File: config.mk
export PLATFORM = sky130hd
export DESIGN_NAME = sevenseg_scan_flat
export DESIGN_NICKNAME = d
export VERILOG_FILES = /design/src/rtl/sevenseg_scan_if.sv /design/src/rtl/sevenseg_scan.sv /design/src/flat_wrapper.sv
export SDC_FILE = /design/constraint.sdc
export NUM_CORES = 1
export LEC_CHECK = 0
export ABC_CLOCK_PERIOD_IN_PS = 2400
export CAP_MARGIN = 20
export CORE_UTILIZATION = 40
export DETAILED_ROUTE_END_ITERATION = 12
export GPL_TIMING_DRIVEN = 1
export PLACE_DENSITY = 0.67
export SYNTH_ARGS = -nofsm -noshare
export SYNTH_HDL_FRONTEND = slang
export SYNTH_SLANG_ARGS = --single-unit
File: constraint.sdc
create_clock -name clk_i -period 2.4 [get_ports clk_i]
set_clock_uncertainty 0.05 [all_clocks]
set_input_delay 0.36 -clock clk_i [delete_from_list [all_inputs] [get_ports clk_i]]
set_output_delay 0.36 -clock clk_i [all_outputs]
set_load 0.01 [all_outputs]
File: src/rtl/sevenseg_scan_if.sv
// sevenseg_scan_if: signal bundle between the time-digit counters and the display scanner.
//   master : drives enable, the four BCD digits, colon request and leading-zero blank enable;
//            receives segment, digit-enable and colon drives.
//   slave  : the scanner side (inputs and outputs mirrored).
// Signals:
//   en_i     display enable
//   min_u_i  minutes units (BCD)      min_t_i  minutes tens (BCD)
//   hr_u_i   hours units (BCD)        hr_t_i   hours tens (BCD)
//   colon_i  colon request            lzb_i    leading-zero blank for hours tens
//   seg_o    segments {g,f,e,d,c,b,a} dig_o    digit enables (bit0 = min_u .. bit3 = hr_t)
//   colon_o  colon drive
interface sevenseg_scan_if;
   logic       en_i;
   logic [3:0] min_u_i;
   logic [3:0] min_t_i;
   logic [3:0] hr_u_i;
   logic [3:0] hr_t_i;
   logic       colon_i;
   logic       lzb_i;
   logic [6:0] seg_o;
   logic [3:0] dig_o;
   logic       colon_o;

   modport master (
      output en_i, min_u_i, min_t_i, hr_u_i, hr_t_i, colon_i, lzb_i,
      input  seg_o, dig_o, colon_o
   );

   modport slave (
      input  en_i, min_u_i, min_t_i, hr_u_i, hr_t_i, colon_i, lzb_i,
      output seg_o, dig_o, colon_o
   );
endinterface

File: src/rtl/sevenseg_scan.sv
// sevenseg_scan: decodes four BCD time digits to 7-segment patterns and time-multiplexes them
// onto one shared segment bus, with a dark interval at the start of every digit slot.
// Ports:
//   clk_i   scan clock (only clock)
//   rstn_i  asynchronous active-low reset
//   bus     sevenseg_scan_if.slave: en_i, digits, colon_i, lzb_i in; seg_o, dig_o, colon_o out
// Parameters:
//   SCAN_DIV      cycles per digit slot (blank + show), must be >= BLANK_CYCLES + 1
//   BLANK_CYCLES  dark cycles at the start of each slot, must be >= 1
//   COMMON_ANODE  1 inverts seg_o, dig_o and colon_o (active-low pads)
// All outputs come straight from flops; polarity is folded in before the flop.
module sevenseg_scan #(
   parameter int unsigned SCAN_DIV     = 64,
   parameter int unsigned BLANK_CYCLES = 8,
   parameter bit          COMMON_ANODE = 1'b0
) (
   input  logic           clk_i,
   input  logic           rstn_i,
   sevenseg_scan_if.slave bus
);

   localparam int unsigned CW = (SCAN_DIV > 1) ? $clog2(SCAN_DIV) : 1;
   localparam logic [CW-1:0] LastBlank = CW'(BLANK_CYCLES - 1);
   localparam logic [CW-1:0] LastSlot  = CW'(SCAN_DIV - 1);
   localparam logic [6:0]    SegOff    = {7{COMMON_ANODE}};
   localparam logic [3:0]    DigOff    = {4{COMMON_ANODE}};
   localparam logic          ColOff    = COMMON_ANODE;

   typedef enum logic [1:0] {StIdle, StBlank, StShow} state_e;

   state_e        r_state;
   logic [CW-1:0] r_cnt;
   logic [1:0]    r_slot;
   logic [3:0]    r_snap;
   logic          r_lzb;
   logic [6:0]    r_seg;
   logic [3:0]    r_dig;
   logic          r_colon;

   logic [3:0]    w_sel;
   logic [3:0]    w_snap;
   logic          w_lzb;
   logic          w_dark;
   logic [6:0]    w_seg_dec;
   logic [3:0]    w_dig_hot;

   function automatic logic [6:0] seg_decode(input logic [3:0] d);
      logic [6:0] s;
      case (d)
         4'd0:    s = 7'b0111111;
         4'd1:    s = 7'b0000110;
         4'd2:    s = 7'b1011011;
         4'd3:    s = 7'b1001111;
         4'd4:    s = 7'b1100110;
         4'd5:    s = 7'b1101101;
         4'd6:    s = 7'b1111101;
         4'd7:    s = 7'b0000111;
         4'd8:    s = 7'b1111111;
         4'd9:    s = 7'b1101111;
         default: s = 7'b0000000;  // non-BCD codes show nothing but keep the digit enabled
      endcase
      return s;
   endfunction

   always_comb begin
      w_sel = bus.min_u_i;
      unique case (r_slot)
         2'd0: w_sel = bus.min_u_i;
         2'd1: w_sel = bus.min_t_i;
         2'd2: w_sel = bus.hr_u_i;
         2'd3: w_sel = bus.hr_t_i;
      endcase
   end

   // With a single blank cycle the snapshot and the show load fall on the same edge, so the
   // decode must see the value being captured rather than the stale register.
   always_comb begin
      w_snap    = (r_cnt == '0) ? w_sel : r_snap;
      w_lzb     = (r_cnt == '0) ? bus.lzb_i : r_lzb;
      w_dark    = (r_slot == 2'd3) && w_lzb && (w_snap == 4'd0);
      w_seg_dec = seg_decode(w_snap);
      w_dig_hot = 4'b0001 << r_slot;
   end

   always_ff @(posedge clk_i or negedge rstn_i) begin
      if (!rstn_i) begin
         r_state <= StIdle;
         r_cnt   <= '0;
         r_slot  <= '0;
         r_snap  <= '0;
         r_lzb   <= 1'b0;
         r_seg   <= SegOff;
         r_dig   <= DigOff;
         r_colon <= ColOff;
      end else if (!bus.en_i) begin
         r_state <= StIdle;
         r_cnt   <= '0;
         r_slot  <= '0;
         r_seg   <= SegOff;
         r_dig   <= DigOff;
         r_colon <= ColOff;
      end else begin
         r_colon <= bus.colon_i ^ ColOff;
         unique case (r_state)
            StIdle: begin
               r_state <= StBlank;
               r_cnt   <= '0;
               r_slot  <= '0;
            end
            StBlank: begin
               if (r_cnt == '0) begin
                  r_snap <= w_sel;
                  r_lzb  <= bus.lzb_i;
               end
               r_cnt <= r_cnt + 1'b1;
               if (r_cnt == LastBlank) begin
                  r_state <= StShow;
                  r_dig   <= (w_dark ? 4'b0000 : w_dig_hot) ^ DigOff;
                  r_seg   <= (w_dark ? 7'b0000000 : w_seg_dec) ^ SegOff;
               end
            end
            StShow: begin
               if (r_cnt == LastSlot) begin
                  r_state <= StBlank;
                  r_cnt   <= '0;
                  r_slot  <= r_slot + 2'd1;
                  r_seg   <= SegOff;
                  r_dig   <= DigOff;
               end else begin
                  r_cnt <= r_cnt + 1'b1;
               end
            end
            default: begin
               r_state <= StIdle;
               r_cnt   <= '0;
               r_slot  <= '0;
               r_seg   <= SegOff;
               r_dig   <= DigOff;
            end
         endcase
      end
   end

   assign bus.seg_o   = r_seg;
   assign bus.dig_o   = r_dig;
   assign bus.colon_o = r_colon;

endmodule

File: src/flat_wrapper.sv
// flat-port wrapper written by rule: the top's interface ports become plain ports
module sevenseg_scan_flat 
#(
   parameter int unsigned SCAN_DIV     = 64,
   parameter int unsigned BLANK_CYCLES = 8,
   parameter bit          COMMON_ANODE = 1'b0
)
  (clk_i, rstn_i, bus_en_i, bus_min_u_i, bus_min_t_i, bus_hr_u_i, bus_hr_t_i, bus_colon_i, bus_lzb_i, bus_seg_o, bus_dig_o, bus_colon_o);
  sevenseg_scan_if bus_i ();
  input  logic clk_i;
  input  logic rstn_i;
  input wire logic [$bits(bus_i.en_i)-1:0] bus_en_i;
  input wire logic [$bits(bus_i.min_u_i)-1:0] bus_min_u_i;
  input wire logic [$bits(bus_i.min_t_i)-1:0] bus_min_t_i;
  input wire logic [$bits(bus_i.hr_u_i)-1:0] bus_hr_u_i;
  input wire logic [$bits(bus_i.hr_t_i)-1:0] bus_hr_t_i;
  input wire logic [$bits(bus_i.colon_i)-1:0] bus_colon_i;
  input wire logic [$bits(bus_i.lzb_i)-1:0] bus_lzb_i;
  output wire logic [$bits(bus_i.seg_o)-1:0] bus_seg_o;
  output wire logic [$bits(bus_i.dig_o)-1:0] bus_dig_o;
  output wire logic [$bits(bus_i.colon_o)-1:0] bus_colon_o;
  assign bus_i.en_i = bus_en_i;
  assign bus_i.min_u_i = bus_min_u_i;
  assign bus_i.min_t_i = bus_min_t_i;
  assign bus_i.hr_u_i = bus_hr_u_i;
  assign bus_i.hr_t_i = bus_hr_t_i;
  assign bus_i.colon_i = bus_colon_i;
  assign bus_i.lzb_i = bus_lzb_i;
  assign bus_seg_o = bus_i.seg_o;
  assign bus_dig_o = bus_i.dig_o;
  assign bus_colon_o = bus_i.colon_o;
  sevenseg_scan #(.SCAN_DIV(SCAN_DIV), .BLANK_CYCLES(BLANK_CYCLES), .COMMON_ANODE(COMMON_ANODE)) u_core (.clk_i(clk_i), .rstn_i(rstn_i), .bus(bus_i));
endmodule
== After elaboration in Yosys (flattened, before gate mapping) ==
Memory sizes are Yosys's and may differ from the RTL's.
Cells that the tools add are included.
Storage, ports and cells
  register bits after elaboration: 27
  bits in latches: 0
  ROM bits: 112
  memories kept: 1
  input port bits: 21
  RAM bits: 0
Memories
  (no name shown): words 16, width 7, rd ports 1, clocked after memory_dff 0, wr ports 0, RTL line sevenseg_scan.sv:49  | case (d)
Operators by class
  equal/unequal tests: 11
  bitwise logic cells: 0
  $mul: 0
  reductions and logical operators: 10
  order comparisons: 0
  add/subtract/negate cells: 2
  shift-type cells: 1
  multiplexer cells: 24
  div/mod/pow operators: 0
Operators by type and width (number)
  2-to-1 mux 7 bit: 4
  one-hot mux 7 bit (3 select lines): 1
  2-to-1 mux 4 bit: 5
  one-hot mux 4 bit (4 select lines): 1
  2-to-1 mux 6 bit: 2
  one-hot mux 4 bit (3 select lines): 1
  one-hot mux 6 bit (2 select lines): 1
  2-to-1 mux 2 bit: 5
  adder 6 x 1 -> 6 bit, second input constant: 1
  equality test 2 bit, second input constant: 3
  equality test 6 x 3 -> 1 bit, second input constant: 1
  equality test 6 bit, second input constant: 1
  zero test 6 bit: 1
  inequality test 3 x 2 -> 1 bit, second input constant: 2
  one-hot mux 2 bit (3 select lines): 1
  AND reduction 2 bit: 3
  equality test 2 x 1 -> 1 bit, second input constant: 2
  zero test 2 bit: 2
  zero test 4 bit: 1
  inequality test 2 bit, second input constant: 2
  one-hot mux 2 bit (2 select lines): 1
  left shift 1 x 2 -> 4 bit, first input constant: 1
  AND reduction 3 bit: 1
  adder 2 x 1 -> 2 bit, second input constant: 1
  other kinds (2): 4

== Depth between registers and ports, before layout ==
  word-level depth: 9
  depth in mapped cells: 13
  mapped depth without buffers: 12

== Least setup slack after synthesis ==
No wires, ideal clock.
  path type: reg-to-reg
  from: register u_core.r_slot[0]
  to: register u_core.r_seg[6], in the netlist u_core.bus.seg_o[6]
  data required time: 2.224 ns
  data arrival time: 2.387 ns
  path buffers: 0
  setup time: 0.126 ns
  cell stages (with the launch flop): 11
  slack: -0.163 ns
  path through: dfrtp_1 inv_1 ha_1 a222oi_1 o21ai_0 mux2i_1 ha_1 nand2_1 a221oi_1 nor3_2 a221o_1
Between the ends
  cells in the longest elaborated chain, start to end: 9
  elaborated cells between the ends (all ways): 14
RTL lines
  start: declaration: RTL line sevenseg_scan.sv:33  | logic [1:0] r_slot;
  start signal: assignment: RTL line sevenseg_scan.sv:126  | r_slot <= r_slot + 2'd1;
  branches (longest 5 deep; another with memory (16 x 7 bit))
  2-to-1 mux 7 bit *: RTL line sevenseg_scan.sv:119  | r_seg <= (w_dark ? 7'b0000000 : w_seg_dec) ^ SegOff;
  2-to-1 mux 7 bit *: RTL line sevenseg_scan.sv:116  | if (r_cnt == LastBlank) begin
  one-hot mux 7 bit (3 select lines) *: RTL line sevenseg_scan.sv:104  | unique case (r_state)
  2-to-1 mux 7 bit *: RTL line sevenseg_scan.sv:95  | end else if (!bus.en_i) begin
  end signal: assignment: RTL line sevenseg_scan.sv:99  | r_seg <= SegOff;
  end signal: assignment: RTL line sevenseg_scan.sv:119
  end signal: assignment: RTL line sevenseg_scan.sv:127  | r_seg <= SegOff;
  end: declaration: RTL line sevenseg_scan.sv:36  | logic [6:0] r_seg;
Mark *: on every way between the ends. The select of a mux whose other input is x is not followed.
A chain may end at the register's enable or synchronous reset.

== Worst setup path after layout ==
  from: register u_core.r_slot[1]
  to: register u_core.r_seg[3], in the netlist u_core.bus.seg_o[3]
Same word-level chain as after synthesis.

==> metrics <==
CTS tree built; nature of the critical path endpoint flip-flop; H-tree depth 1; Period minus WS final approximately 2300 ps; CTS Buf Count 3; P per Cell Area 394 nW/um2; worst path cell trace ha_2 > a222oi_1 > o21ai_1 > mux2i_4 > ha_4 > nand2_4 > a221oi_4 > nor3_2 > nor2_2 > o21ai_1; Initial Utilization 0.423; RSZ-0062 raised after global routing true; Final period util 0.970; Pre-Repair DR Iteration Count 4; clk root buf clkbuf_8; combinational fraction of design power 0.211; setup slack, reg-to-reg 70 ps; Reg clk slew, reported paths about 100 ps; design area around 2400 um2; largest net degree at the start of global routing 28; NetSw ~0.26 mW; DP Worst Slack -118 ps; async set or reset register ratio after synthesis 1.00; vias in the first global route 1,417; Worst VDD drop just under 0.0003 V; internal power 0.698 mW; clock latency on the worst-skew pair approximately 270 ps; input/output buffers 32; WP data arrival approximately 2400 ps; Post-Syn Nets roughly 220; final setup TNS 0 ps; Num Clock Sinks 27; first-pass GRT wire length 6.80 mm; nets@finish approximately 280; Lkg Pwr between 1 and 1.5 nW; Site Rows 23; Seq/Total Area, Yosys 0.391; measured slew at the worst slew-check pin 438 ps; mapped cell area 1730 um2; DR DRC count 0; vias 1,479; max-cap violation count 0; Bufs on Longest Clock Path 2; ANT nets after route 0; Boundary Pins 33; layout cells sized above 1 0.225; die width ~68 um; gr usage total 0.203; grt total ovfl 0; Placeable Area roughly 4100 um2; Primary FF master, synth dfrtp_1; Post-synth EDFFs 0; vias per std cell between 5 and 6; cell count after synthesis ~190; Setup CP Type reg -> reg; number of DRC markers in iteration 0 56; Final setup violation count 0; mean post-synth cell area about 9.3 um2; GP Congestion between 0.8 and 0.9; DP Area roughly 2300 um2; Ant. Diodes 0; Die ar. ~4600 um2; synth unique cells 43; Sequential Power Share 0.519; final number of hold-violating endpoints 0; antenna violations before repair 0; final WL a little over 4 mm; WP data required 2500 ps; CP startpoint kind flip-flop; RR Startpoint u_core.r_slot[1]; area grow syn2layout 40.7%; outcome finished clean; Worst path max stage delay roughly 460 ps; CP Launch Point u_core.r_slot[1]; fmax approximately 430 MHz; Min-Delay Path Class in -> async; die height around 68 um; half-perimeter wire length after placement around 3.2 mm; WL/cell around 14 um; Critical R2R Capture u_core.bus.seg_o[3]; Finished Core Util 0.594; number of synthesized register bits 27; CP Max Fanout 5; Reg2Reg Depth 10; Slew Viols, Final 0; slowest stage cell, crit path dfrtp_2; Filler cells approximately 390; total power roughly 0.96 mW; hold_buf cts 0; Final WS setup approximately 72 ps; clock share of power 0.269; most frequent CP cell o21ai_1; Max-slew headroom 0.708; YS warnings 0; switching share of total power 0.272
per-layer routing:
| layer | routed length [um] | GRT usage |
|---|---|---|
| met1 | 2050 | 0.286 |
| met2 | 1850 | 0.323 |
| met3 | 189 | 0.0338 |
| met4 | 29 | 0.0399 |
| met5 | 0 | 0 |
sequential cells by signal, indices dropped and copies added (netlist names):
signal              flops
u_core.bus.seg_o        7
u_core.r_cnt            6
u_core.bus.dig_o        4
u_core.r_snap           4
u_core.r_slot           2
u_core.r_state          2
u_core.bus.colon_o      1
u_core.r_lzb            1
layout by cell type (no fill, tap or decap), types with 2 or more instances in the layout:
cell type	instances
a21boi_0	2
a21oi_1	8
a22oi_1	3
and2_1	2
and3_1	3
buf_4	27
clkbuf_8	3
clkdlybuf4s50_1	32
dfrtp_1	26
ha_1	12
ha_2	2
ha_4	3
inv_1	10
inv_2	3
mux2i_1	5
mux2i_4	2
nand2_1	29
nand3_1	4
nand3_2	2
nand4_1	3
nor2_1	16
o21a_1	2
o21ai_0	10
o21ai_1	6
xnor2_1	3
synthesized netlist by cell type (3+ instances only):
cell,n,area (um2)
a22oi_1,3,22.5
inv_1,13,48.8
o21ai_0,11,55.1
a21oi_1,8,40.0
nor2_1,16,60.1
o21ai_1,5,25.0
nand4_1,3,18.8
dfrtp_1,27,676
nand3_1,4,20.0
xnor2_1,3,26.3
mux2i_1,6,60.1
ha_1,17,213
nand2_1,30,113
and3_1,3,18.8
power by group through the flow:
stage | clock network, mW | registers [mW] | logic, mW
4_1_cts | 0.275 | 0.497 | 0.197
5_1_grt | 0.288 | 0.501 | 0.226
3_5_place_dp | 0 | 0.507 | 0.195
2_1_floorplan | 0 | 0.505 | 0.104
6_report | 0.258 | 0.497 | 0.202
3_3_place_gp | 0 | 0.505 | 0.194
critical path: cells and delay by family, from the launching register on:
kind | cells | cell delay [ps]
flip-flops | 1 | 460
AND/OR/NAND/NOR | 3 | 370
multiplexers | 1 | 190
AO/OA/AOI/OAI | 4 | 760
adder cells (fa/ha/maj) | 2 | 390
timing repair:
| action | CTS | global route |
|---|---|---|
| setup endpoints to repair | 6 | 8 |
| gates resized for setup | 9 | 8 |
| pin swaps | 5 | 13 |
| buffers inserted | 1 | 2 |
cell families (layout without fill, tap and decap cells):
kind of cell / count (synthesis) / in the layout / synth area share
multiplexers: 7 / 7 / 0.0478
XOR/XNOR: 4 / 4 / 0.0203
flip-flops: 27 / 27 / 0.391
AND/OR/NAND/NOR: 70 / 70 / 0.211
buffers and inverters: 17 / 76 / 0.0435
AO/OA/AOI/OAI: 43 / 43 / 0.163
adder cells (fa/ha/maj): 17 / 17 / 0.123
area by class of cell:
type                       count  area, um2  share of cell area
clock buffer                   4       45.0              0.0185
inverter                      13       48.8              0.0201
tap                           50       62.6              0.0258
multi-input combinational    141       1070               0.442
timing repair buffer          59        523               0.215
sequential                    27        677               0.279
metrics by stage:
step                cells  hold WS (ps)
global route          294           440
finish                294           400
global placement      287           401
floorplan             185          14.4
CTS                   292           417
detailed placement    287           406
how the worst max path moves through the flow:
stage | to | slack [ps] | depth (start not counted)
after floorplan | u_core.bus.seg_o[6] | 1 | 12
after global placement | u_core.bus.seg_o[6] | -50 | 9
after detailed placement | u_core.bus.seg_o[1] | -120 | 10
after CTS | u_core.bus.seg_o[6] | 9 | 10
after global routing | u_core.bus.seg_o[5] | -90 | 11
final | u_core.bus.seg_o[3] | 70 | 10
Note: power is estimated with default switching activity, not from simulation.
